<file path="src/rtl/fibonacci_engine.sv">
// Iterative Fibonacci / Lucas term generator with a result hold/handshake stage.
// Optional macro FIB_SATURATE_EN: overflowing sums clamp to all ones instead of wrapping.
module fibonacci_engine #(
  parameter int unsigned DATA_W = 32,
  parameter int unsigned IDX_W  = 6
) (
  input  logic              clk_i,
  input  logic              rst_ni,
  input  logic              start_i,
  input  logic              mode_i,
  input  logic [IDX_W-1:0]  n_i,
  input  logic              abort_i,
  input  logic              result_ready_i,
  output logic              ready_o,
  output logic              busy_o,
  output logic              valid_o,
  output logic [DATA_W-1:0] result_o,
  output logic              overflow_o,
  output logic              done_tick_o
);

  localparam int unsigned SUM_W = DATA_W + 1;

  typedef enum logic [1:0] {
    S_IDLE = 2'b00,
    S_OP   = 2'b01,
    S_HOLD = 2'b10
  } state_e;

  state_e             r_state;
  state_e             w_state_nxt;
  logic [DATA_W-1:0]  r_t0;
  logic [DATA_W-1:0]  r_t1;
  logic [IDX_W-1:0]   r_n;
  logic               r_ovf;
  logic [DATA_W-1:0]  w_t0_nxt;
  logic [DATA_W-1:0]  w_t1_nxt;
  logic [IDX_W-1:0]   w_n_nxt;
  logic               w_ovf_nxt;
  logic [SUM_W-1:0]   w_sum;
  logic               w_start_ok;

  assign w_start_ok = start_i && !abort_i;
  assign w_sum      = SUM_W'(r_t0) + SUM_W'(r_t1);

  // State register
  always_ff @(posedge clk_i or negedge rst_ni) begin
    if (!rst_ni) begin
      r_state <= S_IDLE;
    end else begin
      r_state <= w_state_nxt;
    end
  end

  // Next-state logic; abort always wins and illegal encodings recover to IDLE
  always_comb begin
    w_state_nxt = r_state;
    case (r_state)
      S_IDLE: begin
        if (w_start_ok) w_state_nxt = S_OP;
      end
      S_OP: begin
        if (abort_i)                     w_state_nxt = S_IDLE;
        else if (r_n <= IDX_W'(1))       w_state_nxt = S_HOLD;
      end
      S_HOLD: begin
        if (abort_i || result_ready_i)   w_state_nxt = S_IDLE;
      end
      default: w_state_nxt = S_IDLE;
    endcase
  end

  // Output decode; done_tick is the only output that follows an input (the accept)
  always_comb begin
    ready_o     = (r_state == S_IDLE);
    busy_o      = (r_state == S_OP);
    valid_o     = (r_state == S_HOLD);
    done_tick_o = (r_state == S_HOLD) && result_ready_i && !abort_i;
    result_o    = r_t1;
    overflow_o  = r_ovf;
  end

  // Datapath next values: t1 always carries the most recent term
  always_comb begin
    w_t0_nxt  = r_t0;
    w_t1_nxt  = r_t1;
    w_n_nxt   = r_n;
    w_ovf_nxt = r_ovf;
    case (r_state)
      S_IDLE: begin
        if (w_start_ok) begin
          w_t0_nxt  = mode_i ? DATA_W'(2) : '0;
          w_t1_nxt  = DATA_W'(1);
          w_n_nxt   = n_i;
          w_ovf_nxt = 1'b0;
        end
      end
      S_OP: begin
        if (!abort_i) begin
          if (r_n == '0) begin
            w_t1_nxt = r_t0;
          end else if (r_n > IDX_W'(1)) begin
            w_t0_nxt = r_t1;
            w_n_nxt  = r_n - IDX_W'(1);
`ifdef FIB_SATURATE_EN
            w_t1_nxt = w_sum[DATA_W] ? '1 : w_sum[DATA_W-1:0];
`else
            w_t1_nxt = w_sum[DATA_W-1:0];
`endif
            if (w_sum[DATA_W]) w_ovf_nxt = 1'b1;
          end
        end
      end
      default: ;
    endcase
  end

  always_ff @(posedge clk_i or negedge rst_ni) begin
    if (!rst_ni) begin
      r_t0  <= '0;
      r_t1  <= '0;
      r_n   <= '0;
      r_ovf <= 1'b0;
    end else begin
      r_t0  <= w_t0_nxt;
      r_t1  <= w_t1_nxt;
      r_n   <= w_n_nxt;
      r_ovf <= w_ovf_nxt;
    end
  end

endmodule

</file>
<file path="config.mk">
export PLATFORM = sky130hd
export DESIGN_NAME = fibonacci_engine
export DESIGN_NICKNAME = d
export VERILOG_FILES = /design/src/rtl/fibonacci_engine.sv
export SDC_FILE = /design/constraint.sdc
export NUM_CORES = 1
export LEC_CHECK = 0
export ABC_AREA = 1
export BUFFER_PORTS_ARGS = -buffer_cell sky130_fd_sc_hd__buf_4
export CORE_ASPECT_RATIO = 0.9
export CORE_MARGIN = 5
export CORE_UTILIZATION = 65
export CTS_BUF_LIST = sky130_fd_sc_hd__clkbuf_8 sky130_fd_sc_hd__clkbuf_16
export DETAILED_ROUTE_END_ITERATION = 12
export PLACE_DENSITY = 0.91
export SETUP_SLACK_MARGIN = 0.15
export SYNTH_ARGS = -nofsm -noshare
export SYNTH_HDL_FRONTEND = slang
export SYNTH_SLANG_ARGS = --single-unit
</file>
<file path="constraint.sdc">
create_clock -name clk_i -period 5.2 [get_ports clk_i]
set_input_delay 0.26 -clock clk_i [delete_from_list [all_inputs] [get_ports clk_i]]
set_output_delay 0.26 -clock clk_i [all_outputs]
set_load 0.02 [all_outputs]
</file>
==> impl_metrics.toml, run 1 <==
[outcome]
outcome = "complete, no violations"

[power_and_ir_drop]
power_switching_share_pct = 37.97
combinational_share_of_power_pct = 33.9
leak_nw = 3.860
share_of_power_burned_in_registers_pct = 37.3
power.clock.fraction_pct = 28.8
power.net_switching_uw = 727.4
cell_internal_pwr_mw = 1.189
p_total_mw = 1.916
irDropWorstVdd_mv = 0.2243
power_per_cell_area_nw_per_um2 = 296.1

[worst_setup_path]
path_delay_family = "buffers and inverters"
critical_path.max_stage_delay_ns = 0.85
critical_path.endpoint_type = "flip-flop"
worstPathMaxFanout = 65
worst-endpoint-required_ns = 5.48
worst-path-buf-inv = 3
timing.critical_path.from_type = "flip-flop"
critical_path.cell_chain = "inv_1 -> ha_1 -> nand2_1 -> inv_2 -> a21oi_4 -> buf_4 -> o21ai_0 -> o22ai_1"
timing.reg2reg.setup_slack_ns = 1.85
data_arrival_time_of_the_worst_path_ns = 3.62
timing_worst_setup_path_type = "reg2reg"
crit_slowest_cell = "sky130_fd_sc_hd__nand2_1"

[grt]
first_global_vias = 5266
grt_use_met2_pct = 43.56
grt_busiest_layer = "met2"
overflow = 0
global_route_wire_length_before_repair_um = 24750
use_met3_pct = 4.630
gr-usage-all-layers_pct = 28.00
largest_net_degree_at_the_start_of_global_routing = 74
globalRouteMet1Util_pct = 40.76
antenna_found_initial = 0

[finish]
nets = 1017
antenna_cells = 0
final_layout_size_suffix_gt1_share_pct = 7.700
utilization_after_layout_pct = 74.83
area_growth_pct = 11.01
layout.cell_area.non_filler_um2 = 6471

[floorplanning]
floorplan.initialDensity_pct = 67.40
top_level_ports = 49
core_area_um2 = 8648
row_count = 32
die_height_um = 99.84
dieArea_um2 = 10960
die_w_um = 109.8

[yosys]
ys_top_cells_by_area = "sky130_fd_sc_hd__dfrtp_1 (31%), sky130_fd_sc_hd__nand2_1 (22%), sky130_fd_sc_hd__inv_1 (11%), sky130_fd_sc_hd__ha_1 (7.5%), sky130_fd_sc_hd__nand3_1 (6.5%)"
synth_enable_flop_cells = 0
synth_nets = 979
synth-async-reset-ratio_pct = 100.0
syn_inst = 931
syn-mean-instance-area_um2 = 6.261
yosys_warnings = 0
synthesis.area_um2 = 5829
synth_ff_type = "sky130_fd_sc_hd__dfrtp_1"
synth_top_area_share_pct = 31.34
ys_ff_latch = 73
synth_seq_area_share_pct = 31.34
synth_most_common_cell = "sky130_fd_sc_hd__nand2_1"
netlist-cell-type-count = 36
netlist.top_cell.by_area = "sky130_fd_sc_hd__dfrtp_1"
post_synth_most_frequent_cells = "sky130_fd_sc_hd__nand2_1 (340), sky130_fd_sc_hd__inv_1 (171), sky130_fd_sc_hd__nand3_1 (76)"

[clocking]
cts_max_level = 3
post_cts_buffers = 0
tritoncts_clock_tree = "yes"
clockRootBuffer = "sky130_fd_sc_hd__clkbuf_8"
cts.reportedPaths.clkPinSlew_ns = 0.08
max-clock-path-buffers = 2
tritoncts.num_buffers = 9
cts_hold_buf = 0
count_of_clock_tree_sinks = 73
cts_resized = 0
clock_latency_ns = 0.36

[place]
place_area_um2 = 6227
routabilityCongestion = 0.9629
hpwl_um = 10510
pre_cts_slack_ns = 1.901
buffer_ports.inserted = 48

[detailed_routing]
drtPass1Iterations = 5
first_iter_violations = 405
drt_drc_violations_left = 0
detailroute.via_count = 5742
drtAntennaViolNets = 0
viasPerCell = 5.253
wl_um = 14470
routedWlPerCell_um = 13.24

[timing]
finalMaxSlewViolations = 0
fmax_mhz = 298.9
finalHoldViolations = 0
setup_viol = 0
setup_total_negative_slack_ns = 0
min_period_ns = 3.345
worst_slew_margin_rel_pct = 21.83
fin_skew_ns = 0.01221
worstMarginPinSlew_ns = 1.170
final.period_utilization_pct = 64.33
post-route-worst-setup-slack_ns = 1.855
grt_setup_unrepaired = "no"

[job]
maxCapViolCount = 0

[worst_hold_path]
hold_path.class = "in2async"
placed cells by master, fill, tap and decap left out, types with 3 or more instances in the layout:
cell,instances
sky130_fd_sc_hd__nand2_1,340
sky130_fd_sc_hd__inv_1,172
sky130_fd_sc_hd__nand3_1,76
sky130_fd_sc_hd__dfrtp_1,73
sky130_fd_sc_hd__nor2_1,64
sky130_fd_sc_hd__buf_4,49
sky130_fd_sc_hd__a21oi_1,41
sky130_fd_sc_hd__ha_1,35
sky130_fd_sc_hd__o21ai_1,28
sky130_fd_sc_hd__o21ai_0,24
sky130_fd_sc_hd__xor2_1,13
sky130_fd_sc_hd__clkbuf_8,9
sky130_fd_sc_hd__o22ai_1,5
sky130_fd_sc_hd__o31ai_1,4
sky130_fd_sc_hd__inv_2,3
sky130_fd_sc_hd__o211ai_1,3
sky130_fd_sc_hd__and2_1,3
sky130_fd_sc_hd__o21bai_1,3
sky130_fd_sc_hd__nor3_1,3
sky130_fd_sc_hd__a31oi_1,3
sky130_fd_sc_hd__clkinv_4,3
sky130_fd_sc_hd__bufinv_16,3
power groups by stage:
stage          Clock (mW)  Combinational, mW  Sequential, mW
5_1_grt             0.585              0.725           0.727
3_3_place_gp            0              0.626           0.723
2_1_floorplan           0              0.425           0.756
4_1_cts             0.561              0.647           0.714
3_5_place_dp            0              0.643           0.725
6_report            0.552              0.649           0.715
cell type report:
cell class | count | area, um^2
well taps | 119 | 148.9
clock inverters | 7 | 120.1
inverters | 175 | 656.9
flip-flops and latches | 73 | 1827
clock buffers | 9 | 123.9
repair buffers | 49 | 367.9
fillers | 727 | 2177
multi-input cells | 661 | 3227
path summary, 6_finish.rpt:
kind | startpoint | to | depth (start not counted)
max in group asynchronous | rst_ni | result_o[16] | 1
max reg2reg | r_n[0] | r_n[5] | 8
min in group clk_i | n_i[5] | r_n[5] | 3
max | r_n[0] | r_n[5] | 8
min | rst_ni | r_n[2] | 1
min reg2reg | overflow_o | overflow_o | 2
logic make-up after synthesis:
family | count (synthesis) | share of synthesized area, %
and+or+nand+nor | 496 | 34.45
buffers and inverters | 197 | 13.44
AOI/OAI and AO/OA | 113 | 10.50
DFF | 73 | 31.34
adders and majority gates | 36 | 7.856
xor gates and xnor gates | 15 | 2.254
muxes | 1 | 0.1717
registers in the layout, indices dropped and copies added (netlist names):
name        cells
r_t0           32
result_o       32
r_n             6
r_state         2
overflow_o      1
metal layers:
metal  vias to the layer above  share of wire (%)
met5                         -                  0
met2                       174                 45
met4                         0                1.6
li1                       2955                  -
met3                        21                7.0
met1                      2592                 47
stage by stage:
step	hold slack [ns]	std cells
2_1_floorplan	-0.03559	931
3_3_place_gp	0.4301	1077
3_5_place_dp	0.4443	1077
4_1_cts	0.05329	1093
5_1_grt	0.1060	1093
6_report	0.02034	1093
Power figures use the tool's default switching activity.
==> run 2: changes to the inputs <==
CORE_UTILIZATION = 55   (was 65)
PLACE_DENSITY = 0.82   (was 0.91)
clock period = 2.7 ns   (was 5.2 ns; I/O delays follow)
==> impl_metrics.toml, run 2 (same netlist as run 1, synthesis figures left out) <==
[detailed_routing]
viasPerCell = 5.208
wl_um = 15030
drtAntennaViolNets = 0
detailroute.via_count = 5776
first_iter_violations = 450
drtPass1Iterations = 5
drt_drc_violations_left = 0
routedWlPerCell_um = 13.55

[clocking]
post_cts_buffers = 0
max-clock-path-buffers = 2
clockRootBuffer = "sky130_fd_sc_hd__clkbuf_16"
cts.reportedPaths.clkPinSlew_ns = 0.06
count_of_clock_tree_sinks = 73
tritoncts.num_buffers = 9
clock_latency_ns = 0.34
cts_max_level = 3
tritoncts_clock_tree = "yes"
cts_resized = 0

[worst_setup_path]
timing_worst_setup_path_type = "reg2reg"
timing.critical_path.from_type = "flip-flop"
critical_path.max_stage_delay_ns = 0.40
path_delay_family = "simple AND/OR/NAND/NOR gates"
worst-path-buf-inv = 2
crit_slowest_cell = "sky130_fd_sc_hd__dfrtp_1"
timing.critical_path.mode_cell = "sky130_fd_sc_hd__nand2_1"
critical_path.cell_chain = "ha_1 -> inv_1 -> fa_1 -> inv_1 -> nand3_1 -> nand3_1 -> nand2_1 -> nand2_1 -> nand2_1 -> nand2_1 -> nand2_1 -> nand3_1 -> nand2_1 -> nand2_1 -> nand2_1"
worst-endpoint-required_ns = 2.93
data_arrival_time_of_the_worst_path_ns = 2.49
critical_path.endpoint_type = "flip-flop"
worstPathMaxFanout = 4

[outcome]
outcome = "complete, no violations"

[place]
buffer_ports.inserted = 48
hpwl_um = 11020
pre_cts_slack_ns = 0.4807
routabilityCongestion = 1.023

[floorplanning]
core_area_um2 = 10290
dieArea_um2 = 12760
top_level_ports = 49
die_height_um = 107.7
die_w_um = 118.5
row_count = 35
floorplan.initialDensity_pct = 56.64

[timing]
setup_viol = 0
min_period_ns = 2.251
setup_total_negative_slack_ns = 0
fin_skew_ns = 0.005700
fmax_mhz = 444.2
finalHoldViolations = 0
worstMarginPinSlew_ns = 0.9166
finalMaxSlewViolations = 0
post-route-worst-setup-slack_ns = 0.4489
final.period_utilization_pct = 83.38
grt_setup_unrepaired = "no"
worst_slew_margin_rel_pct = 38.90

[grt]
overflow = 0
first_global_vias = 5309
gr-usage-all-layers_pct = 24.11
antenna_found_initial = 0
largest_net_degree_at_the_start_of_global_routing = 74
global_route_wire_length_before_repair_um = 25140

[worst_hold_path]
hold_path.class = "in2reg"

[finish]
antenna_cells = 0
most-common-layout-cells = "sky130_fd_sc_hd__nand2_1 (340), sky130_fd_sc_hd__inv_1 (171), sky130_fd_sc_hd__nand3_1 (76)"
final_layout_size_suffix_gt1_share_pct = 8.265
layout_commonest_cell = "sky130_fd_sc_hd__nand2_1"
nets = 1023
area_growth_pct = 13.09

[power_and_ir_drop]
power_per_cell_area_nw_per_um2 = 589.4
leak_nw = 3.917
irDropWorstVdd_mv = 0.4977

[job]
maxCapViolCount = 0
## run 2: cell type report
type | count | area [um^2]
fill | 974 | 3699
multi-input combinational | 661 | 3227
sequential | 73 | 1827
inverter | 175 | 656.9
timing repair buffer | 55 | 415.4
clock buffer | 10 | 239.0
tap | 129 | 161.4
clock inverter | 6 | 66.31
## run 2: metal layers
metal	global-route usage [%]	up-vias	routed length, um
li1	-	2967	-
met1	34.30	2575	7257
met2	36.18	200	6232
met3	5.255	34	1203
met4	8.502	0	331
met5	0	-	0
## run 2: where the power goes
part	internal [mW]	switching [mW]
clock network	0.743	0.479
logic	0.446	0.830
registers	1.24	0.145
total	2.43	1.45
## run 2: path summary, 6_finish.rpt
kind                       cells past startpoint            to  slack, ns        start
hold reg to reg                                2       r_t0[2]       0.51      r_t0[2]
hold / removal                                 3        r_n[2]       0.07       n_i[2]
min in group asynchronous                      2    r_state[1]       0.47       rst_ni
setup reg to reg                              15    overflow_o       0.45  result_o[0]
max in group asynchronous                      2  result_o[20]       1.63       rst_ni
setup / recovery                              15    overflow_o       0.45  result_o[0]
## run 2: timing repair
action	CTS	global route
hold buffers	1	0
hold endpoints to repair	73	0
setup endpoints to repair	0	0
## run 2: through the flow
| step | cells | cell area (um^2) | total power [mW] | utilization, % | hold WS, ns |
|---|---|---|---|---|---|
| final | 1109 | 6593 | 3.886 | 64.06 | 0.06565 |
| after global routing | 1109 | 6593 | 4.141 | 64.06 | 0.08884 |
| after CTS | 1109 | 6593 | 3.900 | 64.06 | 0.05844 |
| after detailed placement | 1092 | 6277 | 2.659 | 61.00 | 0.3340 |
| after global placement | 1092 | 6277 | 2.638 | 61.00 | 0.3341 |
| after floorplan | 931 | 5829 | 2.275 | - | -0.1606 |
## run 2: worst reg2reg max path: stages, from the launching register on
cell and delay, ns:
sky130_fd_sc_hd__dfrtp_1 0.40, sky130_fd_sc_hd__ha_1 0.24, sky130_fd_sc_hd__inv_1 0.07, sky130_fd_sc_hd__fa_1 0.40
sky130_fd_sc_hd__inv_1 0.11, sky130_fd_sc_hd__nand3_1 0.07, sky130_fd_sc_hd__nand3_1 0.16, sky130_fd_sc_hd__nand2_1 0.07
sky130_fd_sc_hd__nand2_1 0.14, sky130_fd_sc_hd__nand2_1 0.07, sky130_fd_sc_hd__nand2_1 0.11, sky130_fd_sc_hd__nand2_1 0.06
sky130_fd_sc_hd__nand3_1 0.09, sky130_fd_sc_hd__nand2_1 0.06, sky130_fd_sc_hd__nand2_1 0.06, sky130_fd_sc_hd__nand2_1 0.04
